<file path="config.mk">
export PLATFORM = sky130hd
export DESIGN_NAME = lcd_refresh
export DESIGN_NICKNAME = d
export VERILOG_FILES = /design/src/rtl/lcd_refresh_pkg.sv /design/src/rtl/lcd_byte_tx.sv /design/src/rtl/lcd_refresh.sv
export SDC_FILE = /design/constraint.sdc
export NUM_CORES = 1
export LEC_CHECK = 0
export CORE_AREA = 2 2 201 203
export CTS_BUF_LIST = sky130_fd_sc_hd__clkbuf_8
export CTS_CLUSTER_DIAMETER = 200
export DETAILED_ROUTE_END_ITERATION = 8
export DIE_AREA = 0 0 203 205
export GPL_TIMING_DRIVEN = 0
export PLACE_DENSITY_LB_ADDON = 0.1
export SYNTH_ARGS = -nofsm -noshare
export SYNTH_HDL_FRONTEND = slang
export SYNTH_SLANG_ARGS = --single-unit
</file>
<file path="constraint.sdc">
create_clock -name CLK -period 3.9 [get_ports CLK]
set_clock_uncertainty 0.1 [all_clocks]
set_input_delay 0.585 -clock CLK [delete_from_list [all_inputs] [get_ports CLK]]
set_output_delay 0.585 -clock CLK [all_outputs]
set_load 0.01 [all_outputs]
</file>
<file path="src/rtl/lcd_refresh_pkg.sv">
// Shared definitions for the HD44780 refresh engine: FSM encodings, LCD command bytes and column helpers.
package lcd_refresh_pkg;

  localparam int unsigned LINE_W = 128;
  localparam int unsigned COLS   = 16;

  typedef enum logic [2:0] {
    ST_PWR_WAIT,
    ST_INIT,
    ST_IDLE,
    ST_ADDR1,
    ST_LINE1,
    ST_ADDR2,
    ST_LINE2
  } state_t;

  typedef enum logic [2:0] {
    PH_IDLE,
    PH_SETUP,
    PH_EN_HI,
    PH_HOLD,
    PH_WAIT
  } phase_t;

  localparam logic [7:0] CMD_FUNC_SET = 8'h38;
  localparam logic [7:0] CMD_DISP_ON  = 8'h0C;
  localparam logic [7:0] CMD_ENTRY    = 8'h06;
  localparam logic [7:0] CMD_CLEAR    = 8'h01;
  localparam logic [7:0] CMD_ROW1     = 8'h80;
  localparam logic [7:0] CMD_ROW2     = 8'hC0;
  localparam logic [7:0] CHR_SPACE    = 8'h20;

  function automatic logic [7:0] init_cmd(input logic [1:0] i);
    case (i)
      2'd0:    return CMD_FUNC_SET;
      2'd1:    return CMD_DISP_ON;
      2'd2:    return CMD_ENTRY;
      default: return CMD_CLEAR;
    endcase
  endfunction

  // Column 0 sits in the top byte of the line vector.
  function automatic logic [7:0] line_col(input logic [LINE_W-1:0] line, input logic [3:0] col);
    logic [LINE_W-1:0] sh;
    sh = line >> {4'd15 - col, 3'b000};
    return sh[7:0];
  endfunction

endpackage

</file>
<file path="src/rtl/lcd_byte_tx.sv">
// One HD44780 byte write: SETUP, EN high, HOLD, then a command-dependent settle wait.
module lcd_byte_tx
  import lcd_refresh_pkg::*;
#(
  parameter int unsigned T_EN    = 12,
  parameter int unsigned T_CMD   = 2500,
  parameter int unsigned T_CLEAR = 82000
) (
  input  logic       CLK,
  input  logic       CLR,
  input  logic       start,
  input  logic       rs,
  input  logic [7:0] data,
  input  logic       long_wait,
  output logic       done,
  output logic       lcd_en,
  output logic       lcd_rs,
  output logic [7:0] lcd_data
);

  localparam int unsigned MAX_WAIT = (T_CLEAR > T_CMD) ? T_CLEAR : T_CMD;
  localparam int unsigned MAX_T    = (MAX_WAIT > T_EN) ? MAX_WAIT : T_EN;
  localparam int unsigned CNT_W    = $clog2(MAX_T + 1);

  phase_t           phase;
  logic [CNT_W-1:0] cnt;
  logic             long_q;
  logic [CNT_W-1:0] wait_last;

  assign wait_last = long_q ? CNT_W'(T_CLEAR - 1) : CNT_W'(T_CMD - 1);

  // done is raised during the final WAIT cycle so the caller can chain the next byte without a gap.
  always_ff @(posedge CLK or negedge CLR) begin
    if (!CLR) begin
      phase    <= PH_IDLE;
      cnt      <= '0;
      long_q   <= 1'b0;
      done     <= 1'b0;
      lcd_en   <= 1'b0;
      lcd_rs   <= 1'b0;
      lcd_data <= 8'h00;
    end else begin
      done <= 1'b0;
      case (phase)
        PH_IDLE: begin
          if (start) begin
            lcd_rs   <= rs;
            lcd_data <= data;
            long_q   <= long_wait;
            cnt      <= '0;
            phase    <= PH_SETUP;
          end
        end
        PH_SETUP: begin
          lcd_en <= 1'b1;
          cnt    <= '0;
          phase  <= PH_EN_HI;
        end
        PH_EN_HI: begin
          if (cnt == CNT_W'(T_EN - 1)) begin
            lcd_en <= 1'b0;
            cnt    <= '0;
            phase  <= PH_HOLD;
          end else begin
            cnt <= cnt + CNT_W'(1);
          end
        end
        PH_HOLD: begin
          cnt   <= '0;
          done  <= (wait_last == '0);
          phase <= PH_WAIT;
        end
        PH_WAIT: begin
          if (done) begin
            cnt <= '0;
            if (start) begin
              lcd_rs   <= rs;
              lcd_data <= data;
              long_q   <= long_wait;
              phase    <= PH_SETUP;
            end else begin
              phase <= PH_IDLE;
            end
          end else begin
            cnt  <= cnt + CNT_W'(1);
            done <= (CNT_W'(cnt + CNT_W'(1)) == wait_last);
          end
        end
        default: phase <= PH_IDLE;
      endcase
    end
  end

endmodule

</file>
<file path="src/rtl/lcd_refresh.sv">
// HD44780 16x2 refresh engine: power-up init, then full two-line rewrites on request.
// Build option LCD_AUTO_REFRESH_EN makes the engine refresh continuously instead of on UPDATE.
module lcd_refresh
  import lcd_refresh_pkg::*;
#(
  parameter int unsigned T_EN    = 12,
  parameter int unsigned T_CMD   = 2500,
  parameter int unsigned T_CLEAR = 82000,
  parameter int unsigned T_INIT  = 750000
) (
  input  logic              CLK,
  input  logic              CLR,
  input  logic              UPDATE,
  input  logic [LINE_W-1:0] LINE1,
  input  logic [LINE_W-1:0] LINE2,
  output logic              BUSY,
  output logic              LCD_RS,
  output logic              LCD_RW,
  output logic              LCD_EN,
  output logic [7:0]        LCD_DATA
);

  localparam int unsigned INIT_W = $clog2(T_INIT + 1);

`ifdef LCD_AUTO_REFRESH_EN
  localparam logic AUTO_REFRESH = 1'b1;
`else
  localparam logic AUTO_REFRESH = 1'b0;
`endif

  state_t            state;
  logic [INIT_W-1:0] pwr_cnt;
  logic [3:0]        idx;
  logic              pending;
  logic [LINE_W-1:0] snap1;
  logic [LINE_W-1:0] snap2;

  logic              tx_done;
  logic              start_c;
  logic              tx_rs_c;
  logic [7:0]        tx_data_c;
  logic              tx_long_c;
  logic              refresh_c;
  logic              want_c;

  assign want_c = AUTO_REFRESH | UPDATE | pending;
  assign LCD_RW = 1'b0;

  // Selects the byte to launch this cycle; a refresh (re)start also snapshots the lines.
  always_comb begin
    start_c   = 1'b0;
    tx_rs_c   = 1'b0;
    tx_data_c = 8'h00;
    refresh_c = 1'b0;
    case (state)
      ST_PWR_WAIT: begin
        if (pwr_cnt == INIT_W'(T_INIT - 1)) begin
          start_c   = 1'b1;
          tx_data_c = CMD_FUNC_SET;
        end
      end
      ST_INIT: begin
        if (tx_done) begin
          if (idx != 4'd3) begin
            start_c   = 1'b1;
            tx_data_c = init_cmd(idx[1:0] + 2'd1);
          end else if (want_c) begin
            start_c   = 1'b1;
            tx_data_c = CMD_ROW1;
            refresh_c = 1'b1;
          end
        end
      end
      ST_IDLE: begin
        if (want_c) begin
          start_c   = 1'b1;
          tx_data_c = CMD_ROW1;
          refresh_c = 1'b1;
        end
      end
      ST_ADDR1: begin
        if (tx_done) begin
          start_c   = 1'b1;
          tx_rs_c   = 1'b1;
          tx_data_c = line_col(snap1, 4'd0);
        end
      end
      ST_LINE1: begin
        if (tx_done) begin
          start_c = 1'b1;
          if (idx != 4'd15) begin
            tx_rs_c   = 1'b1;
            tx_data_c = line_col(snap1, idx + 4'd1);
          end else begin
            tx_data_c = CMD_ROW2;
          end
        end
      end
      ST_ADDR2: begin
        if (tx_done) begin
          start_c   = 1'b1;
          tx_rs_c   = 1'b1;
          tx_data_c = line_col(snap2, 4'd0);
        end
      end
      ST_LINE2: begin
        if (tx_done) begin
          if (idx != 4'd15) begin
            start_c   = 1'b1;
            tx_rs_c   = 1'b1;
            tx_data_c = line_col(snap2, idx + 4'd1);
          end else if (want_c) begin
            start_c   = 1'b1;
            tx_data_c = CMD_ROW1;
            refresh_c = 1'b1;
          end
        end
      end
      default: ;
    endcase
    tx_long_c = (tx_data_c == CMD_CLEAR) && !tx_rs_c;
  end

  always_ff @(posedge CLK or negedge CLR) begin
    if (!CLR) begin
      state   <= ST_PWR_WAIT;
      pwr_cnt <= '0;
      idx     <= '0;
      pending <= 1'b0;
      snap1   <= {COLS{CHR_SPACE}};
      snap2   <= {COLS{CHR_SPACE}};
      BUSY    <= 1'b1;
    end else begin
      if (refresh_c) begin
        snap1   <= LINE1;
        snap2   <= LINE2;
        pending <= 1'b0;
      end else if (UPDATE) begin
        pending <= 1'b1;
      end
      case (state)
        ST_PWR_WAIT: begin
          if (start_c) begin
            state <= ST_INIT;
            idx   <= '0;
          end else begin
            pwr_cnt <= pwr_cnt + INIT_W'(1);
          end
        end
        ST_INIT: begin
          if (tx_done) begin
            if (idx != 4'd3) begin
              idx <= idx + 4'd1;
            end else if (refresh_c) begin
              state <= ST_ADDR1;
            end else begin
              state <= ST_IDLE;
              BUSY  <= 1'b0;
            end
          end
        end
        ST_IDLE: begin
          if (refresh_c) begin
            state <= ST_ADDR1;
            BUSY  <= 1'b1;
          end
        end
        ST_ADDR1: begin
          if (tx_done) begin
            state <= ST_LINE1;
            idx   <= '0;
          end
        end
        ST_LINE1: begin
          if (tx_done) begin
            if (idx != 4'd15) idx <= idx + 4'd1;
            else              state <= ST_ADDR2;
          end
        end
        ST_ADDR2: begin
          if (tx_done) begin
            state <= ST_LINE2;
            idx   <= '0;
          end
        end
        ST_LINE2: begin
          if (tx_done) begin
            if (idx != 4'd15) begin
              idx <= idx + 4'd1;
            end else if (refresh_c) begin
              state <= ST_ADDR1;
            end else begin
              state <= ST_IDLE;
              BUSY  <= 1'b0;
            end
          end
        end
        default: state <= ST_PWR_WAIT;
      endcase
    end
  end

  lcd_byte_tx #(
    .T_EN    (T_EN),
    .T_CMD   (T_CMD),
    .T_CLEAR (T_CLEAR)
  ) u_tx (
    .CLK       (CLK),
    .CLR       (CLR),
    .start     (start_c),
    .rs        (tx_rs_c),
    .data      (tx_data_c),
    .long_wait (tx_long_c),
    .done      (tx_done),
    .lcd_en    (LCD_EN),
    .lcd_rs    (LCD_RS),
    .lcd_data  (LCD_DATA)
  );

endmodule

</file>
== Yosys cells after proc, flatten, opt, wreduce, memory -nomap -nowiden ==
Index checks and enable logic that the tools add are counted.

* Register bits after elaboration: 317
* Output and inout bits: 12

* Add/subtract/negate cells: 5
* Equality and inequality tests: 35
* Shift-type cells: 2
* Mux-type cells: 78
* Bitwise operators: 2
* Reduce and logical (&&, ||, !) cells: 24

{| class="wikitable"
|+ Operator list
! operator !! number
|-
| $shr 128x7->8 || 2
|-
| $mux 8 || 11
|-
| $mux 17 || 4
|-
| $pmux 17 s4 || 1
|-
| $pmux 8 s7 || 1
|-
| $mux 3 || 12
|-
| $mux 1 || 29
|-
| $mux 4 || 6
|-
| $pmux 3 s7 || 1
|-
| $add 20x1->20 const B || 1
|-
| $eq 20x20->1 const B || 1
|-
| $ne 2x1->1 const B || 10
|-
| $pmux 6 s3 || 1
|-
| $add 17x1->17 const B || 1
|-
| $eq 17x17->1 || 1
|-
| $eq 17x4->1 const B || 1
|-
| $logic_not 17->1 || 1
|-
| $pmux 4 s4 || 1
|-
| $pmux 8 s2 || 1
|-
| $pmux 3 s5 || 1
|-
| $ne 2x2->1 const B || 7
|-
| $eq 3x2->1 const B || 4
|-
| $eq 3x3->1 const B || 4
|-
| $pmux 1 s2 || 5
|-
| 28 further kinds || 39
|}

== Logic depth before layout (Yosys ltp) ==
Gate-level depths: netlist (run 1).

* Depth in word-level cells: 11
* Mapped depth: 14
* Depth with buffers taken out: 9

== By module ==
Synthesis (run 1) repeated with hierarchy kept, for this count alone.

* Cell total of the unflattened synthesis: 1138
* Area, all modules: 15591.2 µm²

{| class="wikitable"
|+ Modules (own cells, without submodules)
! module !! instances !! cells an instance !! area each (µm²)
|-
| lcd_refresh || 1 || 935 || 13750.7
|-
| lcd_byte_tx || 1 || 203 || 1840.5
|}

== Worst setup path before layout (run 1) ==
No wires, ideal clock.

* Kind: register to register
* From: register idx[0]
* To: register u_tx.long_q
* Library setup time: 0.095 ns
* Arrival: 3.183 ns
* Data required time: 3.705 ns
* Path slack: 0.522 ns
* Cell stages (with the launch flop): 14
* Path buffers: 5
* Period minus slack after synthesis: 3.378 ns
* Cell sequence: dfrtp_1 -> buf_2 -> buf_4 -> buf_6 -> clkinv_1 -> ha_1 -> buf_2 -> buf_1 -> mux4_2 -> nand2_1 -> a21oi_1 -> nor4b_1 -> nand4b_1 -> o31ai_1

* Word-level cells in the longest chain between the ends: 11
* Elaborated cells on any way between the ends: 32
* Those cells by class: add/sub: 3; eq/ne: 5; shift: 2; mux: 19; reduce/logical: 3

{| class="wikitable"
|+ Ends and longest elaborated chain
! element !! RTL line !! source
|-
| start, declared || lcd_refresh.sv:33 || <nowiki>logic [3:0] idx;</nowiki>
|-
| start signal, assigned || lcd_refresh.sv:153 || <nowiki>idx <= idx + 4'd1;</nowiki>
|-
| start signal, assigned || lcd_refresh.sv:176 || <nowiki>if (idx != 4'd15) idx <= idx + 4'd1;</nowiki>
|-
| start signal, assigned || lcd_refresh.sv:189 || <nowiki>idx <= idx + 4'd1;</nowiki>
|-
| $add 4x1->4 or $add 2x1->2 (tied branches) || lcd_refresh.sv:93, lcd_refresh.sv:111, lcd_refresh.sv:66 ||
|-
| $sub 4x4->4, or another cell as far along || lcd_refresh_pkg.sv:45 || <nowiki>sh = line >> {4'd15 - col, 3'b000};</nowiki>
|-
| $shr 128x7->8 or $pmux 6 s3 (tied branches) || lcd_refresh_pkg.sv:45, lcd_refresh_pkg.sv:34 ||
|-
| $mux 8 (on tied branches) || lcd_refresh.sv:108, lcd_refresh.sv:64, lcd_refresh.sv:91 ||
|-
| $mux 8 (on tied branches) || lcd_refresh.sv:107, lcd_refresh.sv:63, lcd_refresh.sv:89 ||
|-
| $pmux 8 s7 || lcd_refresh.sv:55 || <nowiki>case (state)</nowiki>
|-
| $eq 8x1->1 || lcd_refresh.sv:121 || <nowiki>tx_long_c = (tx_data_c == CMD_CLEAR) && !tx_rs_c;</nowiki>
|-
| $logic_and 1x1->1 || lcd_refresh.sv:121 ||
|-
| $mux 1 * || lcd_byte_tx.sv:46, lcd_byte_tx.sv:76 ||
|-
| $mux 1 || lcd_byte_tx.sv:74 || <nowiki>if (done) begin</nowiki>
|-
| $pmux 1 s2 * || lcd_byte_tx.sv:44 || <nowiki>case (phase)</nowiki>
|-
| end signal, assigned || lcd_byte_tx.sv:49 || <nowiki>long_q <= long_wait;</nowiki>
|-
| end signal, assigned || lcd_byte_tx.sv:79 || <nowiki>long_q <= long_wait;</nowiki>
|-
| end, declared || lcd_byte_tx.sv:27 || <nowiki>logic long_q;</nowiki>
|}

Every way passes the cells marked *; elsewhere a longest branch is shown, timed or not. The select of a mux whose other input is x is not followed.
A chain may end at the register's enable or synchronous reset.

== Final worst setup path (run 1) ==
* From: register idx[0]
* To: register u_tx.lcd_data[5]

* Word-level cells in the longest chain between the ends: 9
* Elaborated cells on any way between the ends: 26
* Those cells by class: add/sub: 3; eq/ne: 4; shift: 2; mux: 16; reduce/logical: 1

{| class="wikitable"
|+ Ends and longest elaborated chain
! element !! RTL line !! source
|-
| $add 4x1->4 or $add 2x1->2 (tied branches) || lcd_refresh.sv:93, lcd_refresh.sv:111, lcd_refresh.sv:66 ||
|-
| $sub 4x4->4, or another cell as far along || lcd_refresh_pkg.sv:45 ||
|-
| $shr 128x7->8 or $pmux 6 s3 (tied branches) || lcd_refresh_pkg.sv:45, lcd_refresh_pkg.sv:34 ||
|-
| $mux 8 (on tied branches) || lcd_refresh.sv:108, lcd_refresh.sv:64, lcd_refresh.sv:91 ||
|-
| $mux 8 (on tied branches) || lcd_refresh.sv:107, lcd_refresh.sv:63, lcd_refresh.sv:89 ||
|-
| $pmux 8 s7 || lcd_refresh.sv:55 ||
|-
| $mux 8 * || lcd_byte_tx.sv:46, lcd_byte_tx.sv:76 ||
|-
| $mux 8 || lcd_byte_tx.sv:74 ||
|-
| $pmux 8 s2 * || lcd_byte_tx.sv:44 ||
|-
| end signal, assigned || lcd_byte_tx.sv:48 || <nowiki>lcd_data <= data;</nowiki>
|-
| end signal, assigned || lcd_byte_tx.sv:78 || <nowiki>lcd_data <= data;</nowiki>
|-
| end, declared || lcd_byte_tx.sv:18 || <nowiki>output logic [7:0] lcd_data</nowiki>
|}

Marks and branches as above.

==> flow_summary.toml, run 1 <==
[cells_and_area]
post_route_cells_drive_above_1_share = 0.335
layout_common_cells = "284 x sky130_fd_sc_hd__dfrtp_1, 268 x sky130_fd_sc_hd__clkdlybuf4s50_1, 265 x sky130_fd_sc_hd__mux2_2, 73 x sky130_fd_sc_hd__clkbuf_8, 72 x sky130_fd_sc_hd__nand2_1"
layout.nets = 1760
most_frequent_standard_cell_in_the_layout_excluding_fill_and_tap_cells = "sky130_fd_sc_hd__dfrtp_1"
flow.area_growth_from_synthesis_pct = 30.1
final_cell_count_no_fill = 2065

[floorplanning]
core_box_area_um2 = 39400
row_count = 73
floorplan.die_area_um2 = 41600
io_pins = 271
effective_utilization_at_floorplan = 0.394
fp.dieH_um = 205
chipWidth_um = 203

[yosys]
synth.mux.area_fraction = 0.291
synth_xor_area_frac = 0.0214
synth_top_area_frac = 0.458
synth.largest_area_cell = "sky130_fd_sc_hd__dfrtp_1"
syn_avg_cell_area_um2 = 13.4
post_synth_inst_count = 1160
ys_seq_elements = 317
syn_nets = 1430
synth_enable_flop_cells = 0
synth_simple_gate_area_share = 0.0813
main_combinational_cell_family_by_area_after_synthesis = "multiplexers"
proportion_of_register_bits_with_asynchronous_set_or_reset_after_synthesis = 1.00
synth.top_cells.by_area = "sky130_fd_sc_hd__dfrtp_1 46%, sky130_fd_sc_hd__mux2_2 19%, sky130_fd_sc_hd__mux4_2 8.3%, sky130_fd_sc_hd__dfstp_2 5.6%, sky130_fd_sc_hd__nand2_1 1.7%"
yosysWarningCount = 0
synth-seq-area-share = 0.514
mappedNetlistArea_um2 = 15500
synth_compound_gate_area_share = 0.0529
yosys.area_share.adder = 0.00887
synth_top_flop_cell = "sky130_fd_sc_hd__dfrtp_1"
yosysUniqueCellTypes = 74

[hold_path]
hold_path.startpoint = "pwr_cnt[17]"
min_delay_path_depth = 1
timing.hold.worst_endpoint = "pwr_cnt[17]"
timing.hold.worst.class = "reg2reg"

[outcome]
outcome = "completed"

[clock_tree]
cts_made_buffers = 55
ctsRootBufferMaster = "sky130_fd_sc_hd__clkbuf_8"
clock_tree.buffer_depth = 3
worstSkewPairLatency_ns = 0.65
numClockSinks = 317
clk_pin_slew_ns = 0.06
htree_num_levels = 2
cts_tree = "done"

[worst_setup_path]
timing.setup.critical_path_class = "reg2reg"
reg2reg_path_depth = 10
launch_point_of_the_worst_reg_to_reg_path = "idx[0]"
cpMostUsedCell = "sky130_fd_sc_hd__buf_8"
slowest_delay_ns = 0.54
critical_path.endpoint_type = "register"
required_ns = 4.31
r2r_slack_ns = 0.18
timing.rr.end = "u_tx.lcd_data[5]"
critPathMaxFanout = 10
path_cells = "buf_4 > buf_8 > buf_8 > clkinv_4 > ha_2 > buf_6 > mux4_1 > mux4_2 > a211o_1 > mux2_2"
critical_path.slowest_cell = "sky130_fd_sc_hd__mux4_2"
worstSetupStartpointType = "register"
arrival_time_of_data_at_the_critical_path_endpoint_ns = 4.13

[placed_design]
detailed_place_hpwl_um = 36000
post-place-cells = 1956
globalplace.congestion = 0.918
buffer_ports.inserted = 269

[grt]
first_global_vias = 11400
grt_first_pass_wirelength_um = 73200
pin_count_of_the_biggest_net_entering_global_routing = 116
grt.overflow.total = 0
antenna_found_initial = 9
groute.usage.overall = 0.241

[power_and_ir_drop]
p_leak_nw = 9.19
p_per_area_nw_per_um2 = 334
vdd.ir_drop.worst_mv = 0.208

[route]
drtIter0Drc = 620
remaining_drc_errors = 0
vias = 11000
avgViaCountPerCell = 5.34
average_wire_length_per_cell_after_detail_routing_um = 23.9
drt.antenna.violating_nets = 0
detailedRoute.firstPassIterationCount = 5
routed_wire_length_um = 49400

[timing]
setup_viol = 0
slew_headroom = 0.392
final.period_utilization = 0.953
report.final.slew_viol_count = 0
finalHoldWorstSlack_ns = 0.387
timing_worst_slew_pin_value_ns = 0.904
timing.fmax_mhz = 269
finalHoldViolCount = 0
finalCriticalPeriod_ns = 3.72

[run]
drv_cap = 0
==> cell type report <==
| type | count | area [um2] |
|---|---|---|
| antenna | 4 | 10.0 |
| buffer | 75 | 505 |
| clock buffer | 73 | 1000 |
| clock inverter | 30 | 129 |
| fill | 3555 | 19200 |
| inverter | 11 | 46.3 |
| multi-input combinational | 757 | 7100 |
| sequential | 317 | 7970 |
| tap | 525 | 657 |
| timing repair buffer | 273 | 2770 |
==> stage by stage <==
step                      cell area [um2]  power, mW  setup slack [ns]  utilization    TNS (ns)
after floorplan                     15500       3.35             0.522            -           0
after global placement              18900       3.70            -12.26        0.479    -3741.15
after detailed placement            18900       3.71             -1.52        0.481      -10.52
after CTS                           20100       6.85            0.0332        0.511           0
after global routing                20200       7.02        -0.0000990        0.513  -0.0000990
final                               20200       6.74             0.183        0.513           0
==> registers in the layout (all words and copies together), names as in the netlist <==
name / count
u_tx.done: 1
u_tx.cnt: 17
snap1: 128
u_tx.long_q: 1
u_tx.lcd_en: 1
pwr_cnt: 20
u_tx.phase: 3
BUSY: 1
u_tx.lcd_data: 8
pending: 1
idx: 4
snap2: 128
state: 3
u_tx.lcd_rs: 1
==> worst max-delay path by stage <==
stage | startpoint | to
detailed placement | idx[0] | u_tx.long_q
global placement | CLR | snap2[50]
global route | idx[0] | u_tx.long_q
floorplan | idx[0] | u_tx.long_q
finish | idx[0] | u_tx.lcd_data[5]
CTS | idx[0] | u_tx.long_q
==> cell usage after synthesis, drive strengths merged, types with 3 or more instances <==
library cell	number
dfstp	33
mux4	61
o31ai	6
nor3	9
a21oi	19
and2	5
dfrtp	284
a22oi	6
nand2b	7
nand3b	4
buf	50
clkbuf	25
nor3b	3
o22ai	3
nand4	13
mux2	265
a31oi	9
xnor2	19
nor2b	11
and3	13
nor4	6
nor2	49
inv	9
a211oi	4
ha	11
mux2i	14
nor4b	3
a211o	3
xor2	15
o41ai	3
a22o	8
o21ai	43
a2111oi	6
or3	3
nand3	37
nand2	72
==> kinds of logic (layout without fill, tap and decap cells) <==
| logic type | Yosys count | count (layout) |
|---|---|---|
| multiplexers | 340 | 340 |
| flip-flops | 317 | 317 |
| buffers and inverters | 86 | 462 |
| AND/OR/NAND/NOR | 245 | 245 |
| adder cells (fa/ha/maj) | 11 | 11 |
| other | 1 | 5 |
| AO/OA/AOI/OAI | 126 | 126 |
| XOR/XNOR | 34 | 34 |
==> power by group <==
| group | total [mW] | switching [mW] | leakage (nW) | internal (mW) |
|---|---|---|---|---|
| Clock | 3.10 | 1.43 | 0.676 | 1.67 |
| Combinational | 0.350 | 0.117 | 4.25 | 0.234 |
| Sequential | 3.29 | 0.00000000000000000955 | 4.26 | 3.29 |
==> critical path: cells and delay by family (launching register included) <==
kind	cells	cell delay (ns)
muxes	3	1.22
buffers and inverters	5	1.09
adders and majority gates	1	0.42
DFF	1	0.38
AOI/OAI and AO/OA	1	0.35
==> per-layer routing <==
metal,share of wire,track usage,vias up
met5,0.0012,0,-
met4,0.026,0.0813,10
met3,0.061,0.0595,84
met2,0.48,0.385,317
met1,0.43,0.321,5656
li1,-,-,4957
==> repair_timing <==
item	CTS	global route
setup buffers	0	1
gates resized for setup	25	13
setup endpoints to repair	10	5
pin swaps	0	1
hold endpoints to repair	78	0
hold buffers	1	0
cloned	0	0
No activity file was read; power rests on OpenSTA's default activity.
==> inputs of run 2 (changes only) <==
- CTS_BUF_LIST: sky130_fd_sc_hd__clkbuf_8 -> sky130_fd_sc_hd__clkbuf_2
==> flow_summary.toml, run 2 (same netlist as run 1, synthesis figures left out) <==
[worst_setup_path]
critPathMaxFanout = 10
required_ns = 4.63
arrival_time_of_data_at_the_critical_path_endpoint_ns = 4.43
slowest_delay_ns = 0.42
critical_path.endpoint_type = "register"
critical_path.slowest_cell = "sky130_fd_sc_hd__ha_2"
worstSetupStartpointType = "register"
path_cells = "buf_4 > buf_8 > buf_12 > clkinv_4 > ha_2 > buf_6 > buf_8 > mux4_2 > nand2_1 > a21oi_1 > a21oi_1 > o31ai_2 > nand3b_1 > o31ai_1"
timing.setup.critical_path_class = "reg2reg"
worst_path_dominant_cell_family = "buffers and inverters"
path_buf_inv = 6

[clock_tree]
clk_pin_slew_ns = 0.12
cts_made_buffers = 88
numClockSinks = 317
cts_tree = "done"
clock_tree.buffer_depth = 3
htree_num_levels = 3
worstSkewPairLatency_ns = 1.00
ctsRootBufferMaster = "sky130_fd_sc_hd__clkbuf_2"

[grt]
groute.usage.overall = 0.244
first_global_vias = 12000
grt.overflow.total = 0
antenna_found_initial = 7
grt_first_pass_wirelength_um = 74500
pin_count_of_the_biggest_net_entering_global_routing = 116

[timing]
timing_worst_slew_pin_value_ns = 0.898
slew_headroom = 0.396
finalWorstSetupSlack_ns = 0.206
finalHoldViolCount = 0
finalHoldWorstSlack_ns = 0.109
report.final.slew_viol_count = 0
grt_setup_unrepaired = "no"
timing.fmax_mhz = 271
setup_viol = 0
finalCriticalPeriod_ns = 3.69
tns_ns = 0
final.period_utilization = 0.947

[hold_path]
timing.hold.worst.class = "in2reg"

[cells_and_area]
layout.nets = 1852
final_cell_count_no_fill = 2176
final_core_util = 0.520
post_route_cells_drive_above_1_share = 0.351
layout_common_cells = "284 x sky130_fd_sc_hd__dfrtp_1, 268 x sky130_fd_sc_hd__clkdlybuf4s50_1, 265 x sky130_fd_sc_hd__mux2_2, 138 x sky130_fd_sc_hd__clkbuf_2, 72 x sky130_fd_sc_hd__nand2_1"
most_frequent_standard_cell_in_the_layout_excluding_fill_and_tap_cells = "sky130_fd_sc_hd__dfrtp_1"
flow.area_growth_from_synthesis_pct = 31.9
top_regs = "snap1 (128), snap2 (128), pwr_cnt (20)"
stdcell_area_um2 = 20500

[outcome]
outcome = "completed"

[power_and_ir_drop]
p_leak_nw = 9.39
p_comb_frac = 0.064
p_per_area_nw_per_um2 = 303
netSwitchingFraction = 0.256
intPower_mw = 4.62
seq_power_share = 0.529
share_clk_of_total_power = 0.406
power.switching_mw = 1.59
vdd.ir_drop.worst_mv = 0.181
total_power_after_layout_mw = 6.21

[floorplanning]
row_count = 73
effective_utilization_at_floorplan = 0.394
core_box_area_um2 = 39400
io_pins = 271
floorplan.die_area_um2 = 41600
chipWidth_um = 203
fp.dieH_um = 205

[placed_design]
place_worst_setup_slack_ns = -1.52
post-place-cells = 1956
detailed_place_hpwl_um = 36000
globalplace.congestion = 0.918
buffer_ports.inserted = 269
dpl_cell_area_um2 = 18900

[route]
routed_wire_length_um = 49700
drt.antenna.violating_nets = 0
detailedRoute.firstPassIterationCount = 5
average_wire_length_per_cell_after_detail_routing_um = 22.8
vias = 11400
avgViaCountPerCell = 5.26
drtIter0Drc = 680
remaining_drc_errors = 0

[run]
drv_cap = 0
==> run 2: routing by layer <==
layer	routed length, um	vias to the layer above	track usage
met5	25	-	0
met4	1310	4	0.0865
li1	-	5184	-
met3	2600	88	0.0563
met2	23800	330	0.385
met1	22000	5833	0.330
==> run 2: area by class of cell <==
class / count / area, um2
Clock inverter: 16 / 126
Tap cell: 525 / 657
Antenna cell: 5 / 12.5
Fill cell: 3590 / 18900
Inverter: 11 / 46.3
Buffer: 75 / 510
Sequential cell: 317 / 7970
Timing Repair Buffer: 332 / 3360
Clock buffer: 138 / 691
Multi-Input combinational cell: 757 / 7100
==> run 2: worst paths after layout <==
| path | from | endpoint | slack, ns | cells after the start |
|---|---|---|---|---|
| worst max-delay path | idx[0] | u_tx.long_q | 0.21 | 14 |
| worst min-delay path | LINE2[38] | snap2[38] | 0.11 | 2 |
| worst max register to register | idx[0] | u_tx.long_q | 0.21 | 14 |
| worst min register to register | pwr_cnt[19] | pwr_cnt[19] | 0.38 | 1 |
| max in group asynchronous | CLR | snap2[68] | 2.50 | 3 |
| min in group asynchronous | CLR | snap1[32] | 0.15 | 2 |
==> run 2: power by group through the flow <==
stage	clock (mW)	combinational (mW)	sequential [mW]
final	2.52	0.400	3.29
after detailed placement	0	0.356	3.35
after CTS	2.62	0.408	3.29
after floorplan	0	0.00334	3.35
after global routing	2.80	0.432	3.29
after global placement	0	0.349	3.35
==> run 2: timing repair <==
action / in CTS / in global routing
hold endpoints to repair: 148 / 1
setup endpoints to repair: 10 / 5
hold buffers: 59 / 1
buffers inserted: 0 / 1
gates resized for setup: 25 / 13
pin swaps: 0 / 1
==> patch (flow settings as in run 2) <==
Put a register stage on the output `LCD_DATA`. The value now appears one clock later. The other outputs are not delayed to match.
--- a/src/rtl/lcd_refresh.sv
+++ b/src/rtl/lcd_refresh.sv
@@ -24,2 +24,4 @@
 
+  logic [7:0] LCD_DATA_d;
+
 `ifdef LCD_AUTO_REFRESH_EN
@@ -216,5 +218,9 @@
     .lcd_rs    (LCD_RS),
-    .lcd_data  (LCD_DATA)
+    .lcd_data  (LCD_DATA_d)
   );
 
+  always_ff @(posedge CLK) begin
+    LCD_DATA <= LCD_DATA_d;
+  end
+
 endmodule
Function: no difference found for any inputs over 10 cycles, from zero or initial values; that may be too few to reach the edited logic, so the function may still have changed.
==> patch against run 2 <==
Sequential share of layout area fell by 0.19 points. Non-clock buffer count increased by 51. Combinational power grew 10%. Sequential cell count grew 8. Worst setup slack worse by 0.081 ns. Count of clock-buffer cells in the layout up 2. Wire length is 1.4% lower. Design area increased by 2.5%. Area after synthesis fell by 0.32%. Power up 1.4%. Largest cell class unchanged.
==> patch: results <==
[yosys]
synthAdderAreaFrac_pct = 0.889
synthArstFlopShare_pct = 97.5
synth-seq-area-share_pct = 52.6
synth_compound_area_share_pct = 5.10
syn_nets = 1449
synth_mux_area_share_pct = 28.9
netlist_top_cells_area = "dfrtp_1 46%, mux2_2 19%, mux4_2 8.3%, dfstp_2 5.6%, nand2_1 2.0%"

[power_and_ir_drop]
p_seq_mw = 3.37
comb_power_share_pct = 7.0
ir_worst_vdd_mv = 0.208
p_leak_nw = 9.73
seqPwrFrac_pct = 53.5

[layout]
stdcell_count = 2256
drive_gt1_share_pct = 32.8

[worst_hold_path]
holdPathEnd = "snap1[22]"

[status]
status = "finished clean"

[worst_setup_path]
ff2ff_setup_slack_ns = 0.12
arrival_ns = 4.50
r2r-end = "u_tx.lcd_data[1]"

[sta]
hold_ws_ns = 0.0928
min_period_over_period_pct = 96.8
tightest_slew_ns = 0.899

[routing]
vias = 11700
wl_met2_mm = 24.1
drt-met1-wl_mm = 20.9

[clocking]
clk_pin_slew_ns = 0.10

[placed_design]
pre_cts_ws_ns = -1.97
gp_congestion = 0.898
dp_cells = 1975

[grt]
gr-usage-all-layers_pct = 23.8
grt_max_degree = 117
grt_pass1_wl_mm = 72.9
## patch: layer usage
metal | global-route usage, % | vias up
met2 | 39.3 | 389
met4 | 8.32 | 4
met1 | 30.5 | 5870
met3 | 5.95 | 75
met5 | 0 | -
li1 | - | 5353
## patch: cells by family (layout without fill, tap and decap cells)
logic type               after synthesis  count (layout)
XOR/XNOR                              31              31
AO/OA/AOI/OAI                        121             121
multiplexers                         340             340
buffers and inverters                 94             640
other                                  1               7
AND/OR/NAND/NOR                      256             256
adder cells (fa/ha/maj)               11              11
flip-flops                           325             325
## patch: layout make-up
class	instances	area, µm²
inverters	13	48.8
diodes	6	15.0
clock inverters	29	136
clock buffers	140	701
multi-input cells	760	7010
plain buffers	81	473
fillers	3545	18400
well taps	525	657
repair buffers	377	3810
flip-flops and latches	325	8130
## patch: repair_timing
item,CTS,global route
setup endpoints to repair,29,117
hold buffers,79,25
resized for setup,42,38
buffers inserted,2,0
hold endpoints to repair,182,25
pin swaps,2,1
